`config.mk`:
```
export PLATFORM = sky130hd
export DESIGN_NAME = raster_stamp_csr_flat
export DESIGN_NICKNAME = d
export VERILOG_FILES = /design/src/rtl/raster_stamp_csr_pkg.sv /design/src/rtl/raster_stamp_csr_if.sv /design/src/rtl/raster_stamp_csr_fifo.sv /design/src/rtl/raster_stamp_csr.sv /design/src/flat_wrapper.sv
export SDC_FILE = /design/constraint.sdc
export NUM_CORES = 2
export LEC_CHECK = 0
export CAP_MARGIN = 20
export CELL_PAD_IN_SITES_DETAIL_PLACEMENT = 1
export CELL_PAD_IN_SITES_GLOBAL_PLACEMENT = 1
export CORE_ASPECT_RATIO = 1.25
export CORE_UTILIZATION = 42
export CTS_CLUSTER_DIAMETER = 50
export DETAILED_ROUTE_END_ITERATION = 10
export GPL_TIMING_DRIVEN = 0
export HOLD_SLACK_MARGIN = 0.06
export PLACE_DENSITY = 0.66
export SETUP_SLACK_MARGIN = 0.15
export SYNTH_ARGS = -nofsm -noshare
export SYNTH_HDL_FRONTEND = slang
export SYNTH_SLANG_ARGS = --single-unit
```
`constraint.sdc`:
```
create_clock -name clk -period 26.6 [get_ports clk]
set_input_delay 2.66 -clock clk [delete_from_list [all_inputs] [get_ports clk]]
set_output_delay 2.66 -clock clk [all_outputs]
set_load 0.02 [all_outputs]
```
`src/rtl/raster_stamp_csr_pkg.sv`:
```
// Shared types, CSR map and packing helper for the raster stamp CSR responder.
package raster_stamp_csr_pkg;

   localparam int unsigned RASTER_DIM_BITS      = 12;
   localparam int unsigned RASTER_PID_BITS      = 4;
   localparam int unsigned RASTER_POS_MASK_BITS = 2 * (RASTER_DIM_BITS - 1) + 4;
   localparam int unsigned CSR_ADDR_BITS        = 12;

   localparam logic [CSR_ADDR_BITS-1:0] CSR_RASTER_POS_MASK     = 12'h7C0;
   localparam logic [CSR_ADDR_BITS-1:0] CSR_RASTER_BCOORD_X0    = 12'h7C1;
   localparam logic [CSR_ADDR_BITS-1:0] CSR_RASTER_BCOORD_Y0    = 12'h7C5;
   localparam logic [CSR_ADDR_BITS-1:0] CSR_RASTER_BCOORD_Z0    = 12'h7C9;
   localparam logic [CSR_ADDR_BITS-1:0] CSR_RASTER_BCOORD_COUNT = 12'd12;

   typedef struct packed {
      logic [RASTER_PID_BITS-1:0] pid;
      logic [3:0][31:0]           bcoord_z;
      logic [3:0][31:0]           bcoord_y;
      logic [3:0][31:0]           bcoord_x;
      logic [RASTER_DIM_BITS-2:0] pos_y;
      logic [RASTER_DIM_BITS-2:0] pos_x;
      logic [3:0]                 mask;
   } raster_stamp_t;

   typedef struct packed {
      logic [31:0]      pos_mask;
      logic [3:0][31:0] bcoord_z;
      logic [3:0][31:0] bcoord_y;
      logic [3:0][31:0] bcoord_x;
   } raster_csrs_t;

   typedef enum logic {StIdle, StRsp} rsp_state_e;

   function automatic logic [31:0] raster_pos_mask(raster_stamp_t stamp);
      return 32'({stamp.pos_y, stamp.pos_x, stamp.mask});
   endfunction

endpackage

```
`src/rtl/raster_stamp_csr_if.sv`:
```
// Stamp stream plus CSR request/response bus for the raster stamp responder.
interface raster_stamp_csr_if;
   import raster_stamp_csr_pkg::*;

   logic                     stamp_valid;
   raster_stamp_t            stamp_data;
   logic                     stamp_ready;
   logic                     raster_done;
   logic                     csr_req_valid;
   logic [CSR_ADDR_BITS-1:0] csr_req_addr;
   logic                     csr_req_ready;
   logic                     csr_rsp_valid;
   logic [31:0]              csr_rsp_data;
   logic                     csr_rsp_ready;
   logic                     queue_empty;

   modport master (
      output stamp_valid, stamp_data, raster_done, csr_req_valid, csr_req_addr, csr_rsp_ready,
      input  stamp_ready, csr_req_ready, csr_rsp_valid, csr_rsp_data, queue_empty
   );

   modport slave (
      input  stamp_valid, stamp_data, raster_done, csr_req_valid, csr_req_addr, csr_rsp_ready,
      output stamp_ready, csr_req_ready, csr_rsp_valid, csr_rsp_data, queue_empty
   );

endinterface

```
`src/rtl/raster_stamp_csr_fifo.sv`:
```
// Generic registered FIFO; a pushed entry becomes visible at the head the next cycle.
module raster_stamp_csr_fifo #(
   parameter int unsigned Width = 8,
   parameter int unsigned Depth = 4
) (
   input  logic             clk,
   input  logic             reset,
   input  logic             push_i,
   input  logic             pop_i,
   input  logic [Width-1:0] data_i,
   output logic [Width-1:0] data_o,
   output logic             empty_o,
   output logic             full_o
);

   localparam int unsigned AddrBits = $clog2(Depth);

   logic [Width-1:0]  mem_q [Depth];
   logic [AddrBits:0] wr_ptr_q, rd_ptr_q;
   logic              do_push, do_pop;

   // Extra pointer MSB distinguishes full from empty when the indices match.
   assign empty_o = (wr_ptr_q == rd_ptr_q);
   assign full_o  = (wr_ptr_q[AddrBits] != rd_ptr_q[AddrBits]) &&
                    (wr_ptr_q[AddrBits-1:0] == rd_ptr_q[AddrBits-1:0]);
   assign do_push = push_i && !full_o;
   assign do_pop  = pop_i && !empty_o;
   assign data_o  = mem_q[rd_ptr_q[AddrBits-1:0]];

   always_ff @(posedge clk or negedge reset) begin
      if (!reset) begin
         wr_ptr_q <= '0;
         rd_ptr_q <= '0;
      end else begin
         if (do_push) wr_ptr_q <= wr_ptr_q + 1'b1;
         if (do_pop)  rd_ptr_q <= rd_ptr_q + 1'b1;
      end
   end

   always_ff @(posedge clk) begin
      if (do_push) mem_q[wr_ptr_q[AddrBits-1:0]] <= data_i;
   end

endmodule

```
`src/rtl/raster_stamp_csr.sv`:
```
// Raster stamp CSR responder: buffers stamps and serves POS_MASK / BCOORD CSR reads
// through a single registered response slot.
module raster_stamp_csr
   import raster_stamp_csr_pkg::*;
#(
   parameter int unsigned QUEUE_DEPTH = 4
) (
   input logic               clk,
   input logic               reset,
   raster_stamp_csr_if.slave bus
);

   if (RASTER_POS_MASK_BITS > 32) begin : g_pos_mask_chk
      $error("pos_mask packing does not fit in 32 bits");
   end
   if (QUEUE_DEPTH < 2 || (QUEUE_DEPTH & (QUEUE_DEPTH - 1)) != 0) begin : g_depth_chk
      $error("QUEUE_DEPTH must be a power of two and at least 2");
   end

   raster_stamp_t            head;
   logic                     fifo_empty, fifo_full, pop;
   logic                     is_pos, slot_free, accept, bc_hit;
   logic [CSR_ADDR_BITS-1:0] bc_idx;
   rsp_state_e               state_q, state_d;
   logic [31:0]              rsp_data_q, rsp_data_d;
   raster_csrs_t             cur_q, cur_d;

   raster_stamp_csr_fifo #(
      .Width ($bits(raster_stamp_t)),
      .Depth (QUEUE_DEPTH)
   ) u_fifo (
      .clk     (clk),
      .reset   (reset),
      .push_i  (bus.stamp_valid),
      .pop_i   (pop),
      .data_i  (bus.stamp_data),
      .data_o  (head),
      .empty_o (fifo_empty),
      .full_o  (fifo_full)
   );

   assign bus.stamp_ready   = !fifo_full;
   assign bus.queue_empty   = fifo_empty;
   assign bus.csr_rsp_valid = (state_q == StRsp);
   assign bus.csr_rsp_data  = rsp_data_q;

   // A POS_MASK read with nothing queued stalls until a stamp lands or the pass ends.
   assign is_pos            = (bus.csr_req_addr == CSR_RASTER_POS_MASK);
   assign slot_free         = (state_q == StIdle) || bus.csr_rsp_ready;
   assign bus.csr_req_ready = slot_free && !(is_pos && fifo_empty && !bus.raster_done);
   assign accept            = bus.csr_req_valid && bus.csr_req_ready;

   assign bc_idx = bus.csr_req_addr - CSR_RASTER_BCOORD_X0;
   assign bc_hit = (bc_idx < CSR_RASTER_BCOORD_COUNT);

   always_comb begin
      state_d    = state_q;
      rsp_data_d = rsp_data_q;
      cur_d      = cur_q;
      pop        = 1'b0;

      unique case (state_q)
         StIdle: if (accept) state_d = StRsp;
         StRsp:  if (!accept && bus.csr_rsp_ready) state_d = StIdle;
      endcase

      if (accept) begin
         rsp_data_d = '0;
         if (is_pos) begin
            if (!fifo_empty) begin
               pop            = 1'b1;
               cur_d.pos_mask = raster_pos_mask(head);
               cur_d.bcoord_x = head.bcoord_x;
               cur_d.bcoord_y = head.bcoord_y;
               cur_d.bcoord_z = head.bcoord_z;
               rsp_data_d     = raster_pos_mask(head);
            end else begin
               cur_d = '0;
            end
         end else if (bc_hit) begin
            case (bc_idx[3:2])
               2'd0:    rsp_data_d = cur_q.bcoord_x[bc_idx[1:0]];
               2'd1:    rsp_data_d = cur_q.bcoord_y[bc_idx[1:0]];
               default: rsp_data_d = cur_q.bcoord_z[bc_idx[1:0]];
            endcase
         end
      end
   end

   always_ff @(posedge clk or negedge reset) begin
      if (!reset) begin
         state_q    <= StIdle;
         rsp_data_q <= '0;
         cur_q      <= '0;
      end else begin
         state_q    <= state_d;
         rsp_data_q <= rsp_data_d;
         cur_q      <= cur_d;
      end
   end

endmodule

```
`src/flat_wrapper.sv`:
```
// flat-port wrapper written by rule: the top's interface ports become plain ports
module raster_stamp_csr_flat import raster_stamp_csr_pkg::*;
#(
   parameter int unsigned QUEUE_DEPTH = 4
)
  (clk, reset, bus_stamp_valid, bus_stamp_data, bus_raster_done, bus_csr_req_valid, bus_csr_req_addr, bus_csr_rsp_ready, bus_stamp_ready, bus_csr_req_ready, bus_csr_rsp_valid, bus_csr_rsp_data, bus_queue_empty);
  raster_stamp_csr_if bus_i ();
  input logic clk;
  input logic reset;
  input wire logic [$bits(bus_i.stamp_valid)-1:0] bus_stamp_valid;
  input wire logic [$bits(bus_i.stamp_data)-1:0] bus_stamp_data;
  input wire logic [$bits(bus_i.raster_done)-1:0] bus_raster_done;
  input wire logic [$bits(bus_i.csr_req_valid)-1:0] bus_csr_req_valid;
  input wire logic [$bits(bus_i.csr_req_addr)-1:0] bus_csr_req_addr;
  input wire logic [$bits(bus_i.csr_rsp_ready)-1:0] bus_csr_rsp_ready;
  output wire logic [$bits(bus_i.stamp_ready)-1:0] bus_stamp_ready;
  output wire logic [$bits(bus_i.csr_req_ready)-1:0] bus_csr_req_ready;
  output wire logic [$bits(bus_i.csr_rsp_valid)-1:0] bus_csr_rsp_valid;
  output wire logic [$bits(bus_i.csr_rsp_data)-1:0] bus_csr_rsp_data;
  output wire logic [$bits(bus_i.queue_empty)-1:0] bus_queue_empty;
  assign bus_i.stamp_valid = bus_stamp_valid;
  assign bus_i.stamp_data = bus_stamp_data;
  assign bus_i.raster_done = bus_raster_done;
  assign bus_i.csr_req_valid = bus_csr_req_valid;
  assign bus_i.csr_req_addr = bus_csr_req_addr;
  assign bus_i.csr_rsp_ready = bus_csr_rsp_ready;
  assign bus_stamp_ready = bus_i.stamp_ready;
  assign bus_csr_req_ready = bus_i.csr_req_ready;
  assign bus_csr_rsp_valid = bus_i.csr_rsp_valid;
  assign bus_csr_rsp_data = bus_i.csr_rsp_data;
  assign bus_queue_empty = bus_i.queue_empty;
  raster_stamp_csr #(.QUEUE_DEPTH(QUEUE_DEPTH)) u_core (.clk(clk), .reset(reset), .bus(bus_i));
endmodule
```
==> run_results.csv <==
group,metric,value,unit
detailed_routing,routed_wl,224000,um
pwr,p_total,8.24,mW
synthesis,async_reset_ff_share,20.5,%
clocking,post-cts-setup-buffers,0,
sta,fin_crit_sh,33.7,%
setup_path,crit_fanout,10,
floorplanning,row_count,178,
clocking,htree_levels,4,
synthesis,synth_flop_cell,"edfxtp_1",
clocking,cts_hold_buf,0,
synthesis,yosysSeqAreaShare,75.3,%
clocking,clock-sinks,2063,
pwr,power.density,86.2,nW/um2
clocking,cts_tree,"built",
placement,hpwl,160000,um
synthesis,synth.cell_area,79500,um2
clocking,numCtsBuffers,205,
detailed_routing,dr_total_vias,42448,
sta,slew_headroom,24.9,%
min_path,min-delay-path-class,"reg -> reg",
cells_and_area,nNetsFinal,5512,
synthesis,synthCells,4358,
detailed_routing,viasPerCell,5.44,
synthesis,syn-num-nets,4796,
detailed_routing,routedWlPerCell,28.7,um
setup_path,r2r-start,"u_core.u_fifo.rd_ptr_q[1]$_DFFE_PN0P_",
global_route,grt_remaining_overflow,0,
synthesis,ys_warn_count,0,
detailed_routing,drtAntennaViolNets,0,
setup_path,reg2reg_slack,22.50,ns
placement,routabilityCongestion,0.913,
setup_path,critPathLaunch,"bus_csr_req_addr[0]",
detailed_routing,drt-initial-drc-count,2998,
synthesis,synth.distinct_cells,49,
pwr,leakagePower,33.2,nW
clocking,clk_latency,0.87,ns
setup_path,critical_path.endpoint_type,"primary output",
detailed_routing,first_pass_iters,7,
sta,setup_viol,0,
flow_run,cap_violations,0,
pwr,ir_worst_vdd,0.0683,mV
global_route,gr-usage-all-layers,23.6,%
floorplanning,die_height,488,um
cells_and_area,fill_cells,17413,
detailed_routing,route.detailed.drc,0,
clocking,clockRootBuffer,"clkbuf_16",
floorplanning,fp.dieW,391,um
sta,drv_slew,0,
sta,rsz0062_at_grt,"false",
setup_path,critical_path_class,"in -> out",
min_path,hp-start,"u_core.cur_q[304]$_DFFE_PN0P_",
run_status,status,"finished, final reports clean",
synthesis,synth-seq-cells,2063,
sta,max_freq,0.111,GHz
floorplanning,start_util,42.3,%
setup_path,cp-start-kind,"primary input",
global_route,grt_pass1_vias,44985,
global_route,grt_start_max_net_pins,112,
cells_and_area,drive_above_1_share,17.7,%
placement,portBuffers,463,
floorplanning,dieArea,191000,um2
floorplanning,boundaryPins,468,
sta,tns,0,ns
global_route,grt_pass1_wl,321000,um
setup_path,required,23.94,ns
cells_and_area,area_growth,20.3,%
sta,final_hold_viol_count,0,
sta,min_period,8.97,ns
global_route,antenna_found_initial,88,
setup_path,arrival,6.31,ns
floorplanning,core-area,188000,um2
sta,skew,0.0600,ns
synthesis,synth-edff-count,1640,
sta,fin_hold_ws,0.477,ns
clocking,max-clock-path-buffers,3,
synthesis,syn-mean-instance-area,18.2,um2
clocking,cts_resized,0,
sta,worst_pin_slew,1.13,ns
clocking,cts.reportedPaths.clkPinSlew,0.06,ns
area by class of cell:
type / instances / area, um2 / share of cell area (%)
repair buffers: 509 / 5800 / 6.06
clock buffers: 263 / 5510 / 5.76
plain buffers: 277 / 1290 / 1.35
clock inverters: 129 / 1600 / 1.67
inverters: 6 / 22.5 / 0.0236
well taps: 2520 / 3150 / 3.30
flip-flops and latches: 2063 / 59800 / 62.6
multi-input cells: 2012 / 18300 / 19.2
diodes: 23 / 57.6 / 0.0602
where the power goes:
group          total [mW]  leakage, nW  internal (mW)  switching (mW)
Sequential           4.14         20.9           4.04          0.0990
Clock                3.01         3.44           1.74            1.27
Combinational        1.08         8.80          0.357           0.727
Total                8.24         33.2           6.15            2.09
cells in the mapped netlist (2+ instances only):
library cell	instances	area share (%)
o21ai_0	366	2.3
nor3_1	4	0.025
o31ai_1	2	0.019
xnor2_1	5	0.055
nor3b_1	26	0.25
nor2_1	7	0.033
mux4_2	442	13
buf_4	11	0.10
o211ai_1	2	0.019
nand3_1	2	0.013
mux2i_1	154	1.9
a211oi_1	2	0.019
ha_1	6	0.094
a22oi_1	64	0.60
or4_1	2	0.019
inv_1	6	0.028
clkbuf_1	180	0.85
xor2_1	5	0.055
buf_6	12	0.17
and2_1	5	0.039
o21a_1	2	0.019
nor2b_1	34	0.27
buf_12	3	0.076
dfrtp_1	423	13
nand2_1	782	3.7
buf_2	52	0.33
buf_1	19	0.090
o21ai_1	20	0.13
o31ai_2	29	0.46
a31oi_1	33	0.26
edfxtp_1	1640	62
final timing paths:
check                      depth (start not counted)                       endpoint
max in group asynchronous                          3  u_core.cur_q[376]$_DFFE_PN0P_
min in group asynchronous                          1   u_core.cur_q[92]$_DFFE_PN0P_
setup / recovery                                  11              bus_csr_req_ready
setup reg to reg                                  11  u_core.cur_q[279]$_DFFE_PN0P_
hold reg to reg                                    2  u_core.cur_q[304]$_DFFE_PN0P_
hold / removal                                     2  u_core.cur_q[304]$_DFFE_PN0P_
worst max-delay path, cell delays in order:
cell	delay [ns]
clkdlybuf4s50_1	0.53
buf_6	0.25
inv_1	0.12
ha_1	0.25
nor2b_1	0.13
clkbuf_1	0.29
nand4_1	0.30
clkbuf_1	0.42
buf_1	0.54
o31a_1	0.20
clkdlybuf4s50_1	0.61
cell usage in the layout, fill, tap and decap left out, types with 34 or more instances in the layout:
| cell | Yosys | final |
|---|---|---|
| dfrtp_1 | 423 | 423 |
| clkinv_2 | 0 | 34 |
| clkbuf_16 | 0 | 207 |
| edfxtp_1 | 1640 | 1640 |
| a22oi_1 | 64 | 64 |
| o21ai_0 | 366 | 366 |
| buf_2 | 52 | 52 |
| nand2_1 | 782 | 782 |
| mux4_2 | 442 | 442 |
| clkdlybuf4s50_1 | 0 | 462 |
| mux2i_1 | 154 | 154 |
| buf_16 | 0 | 37 |
| clkbuf_1 | 180 | 220 |
| nor2b_1 | 34 | 34 |
sequential cells by signal (all words and copies together) (netlist names):
name and count:
u_core.u_fifo.rd_ptr_q 3, u_core.u_fifo.wr_ptr_q 3, u_core.u_fifo.mem_q 1640, u_core.bus.csr_rsp_valid 1, u_core.cur_q 384, u_core.bus.csr_rsp_data 32
stage by stage:
stage / worst slack, ns / util [%] / instance area (um2) / instances
after floorplan: 13.45 / - / 79500 / 4358
after global placement: 2.63 / 46.4 / 87300 / 7341
after detailed placement: 17.64 / 47.0 / 88400 / 7387
after CTS: 17.61 / 50.8 / 95500 / 7779
after global routing: 17.43 / 50.8 / 95600 / 7785
final: 17.63 / 50.9 / 95600 / 7802
cells by family after synthesis:
| kind of cell | after synthesis | share of synthesized area [%] |
|---|---|---|
| simple gates | 871 | 4.43 |
| compound gates | 528 | 3.95 |
| fa+ha+maj | 6 | 0.0945 |
| buf+inv | 283 | 1.65 |
| xor+xnor | 10 | 0.110 |
| flops | 2063 | 75.3 |
| mux | 597 | 14.5 |
routing by layer:
layer	global-route usage, %	wire [um]
met5	0	712
met4	6.79	5990
met3	6.87	18400
met2	37.1	105000
met1	32.1	93500
Power figures use the tool's default switching activity.
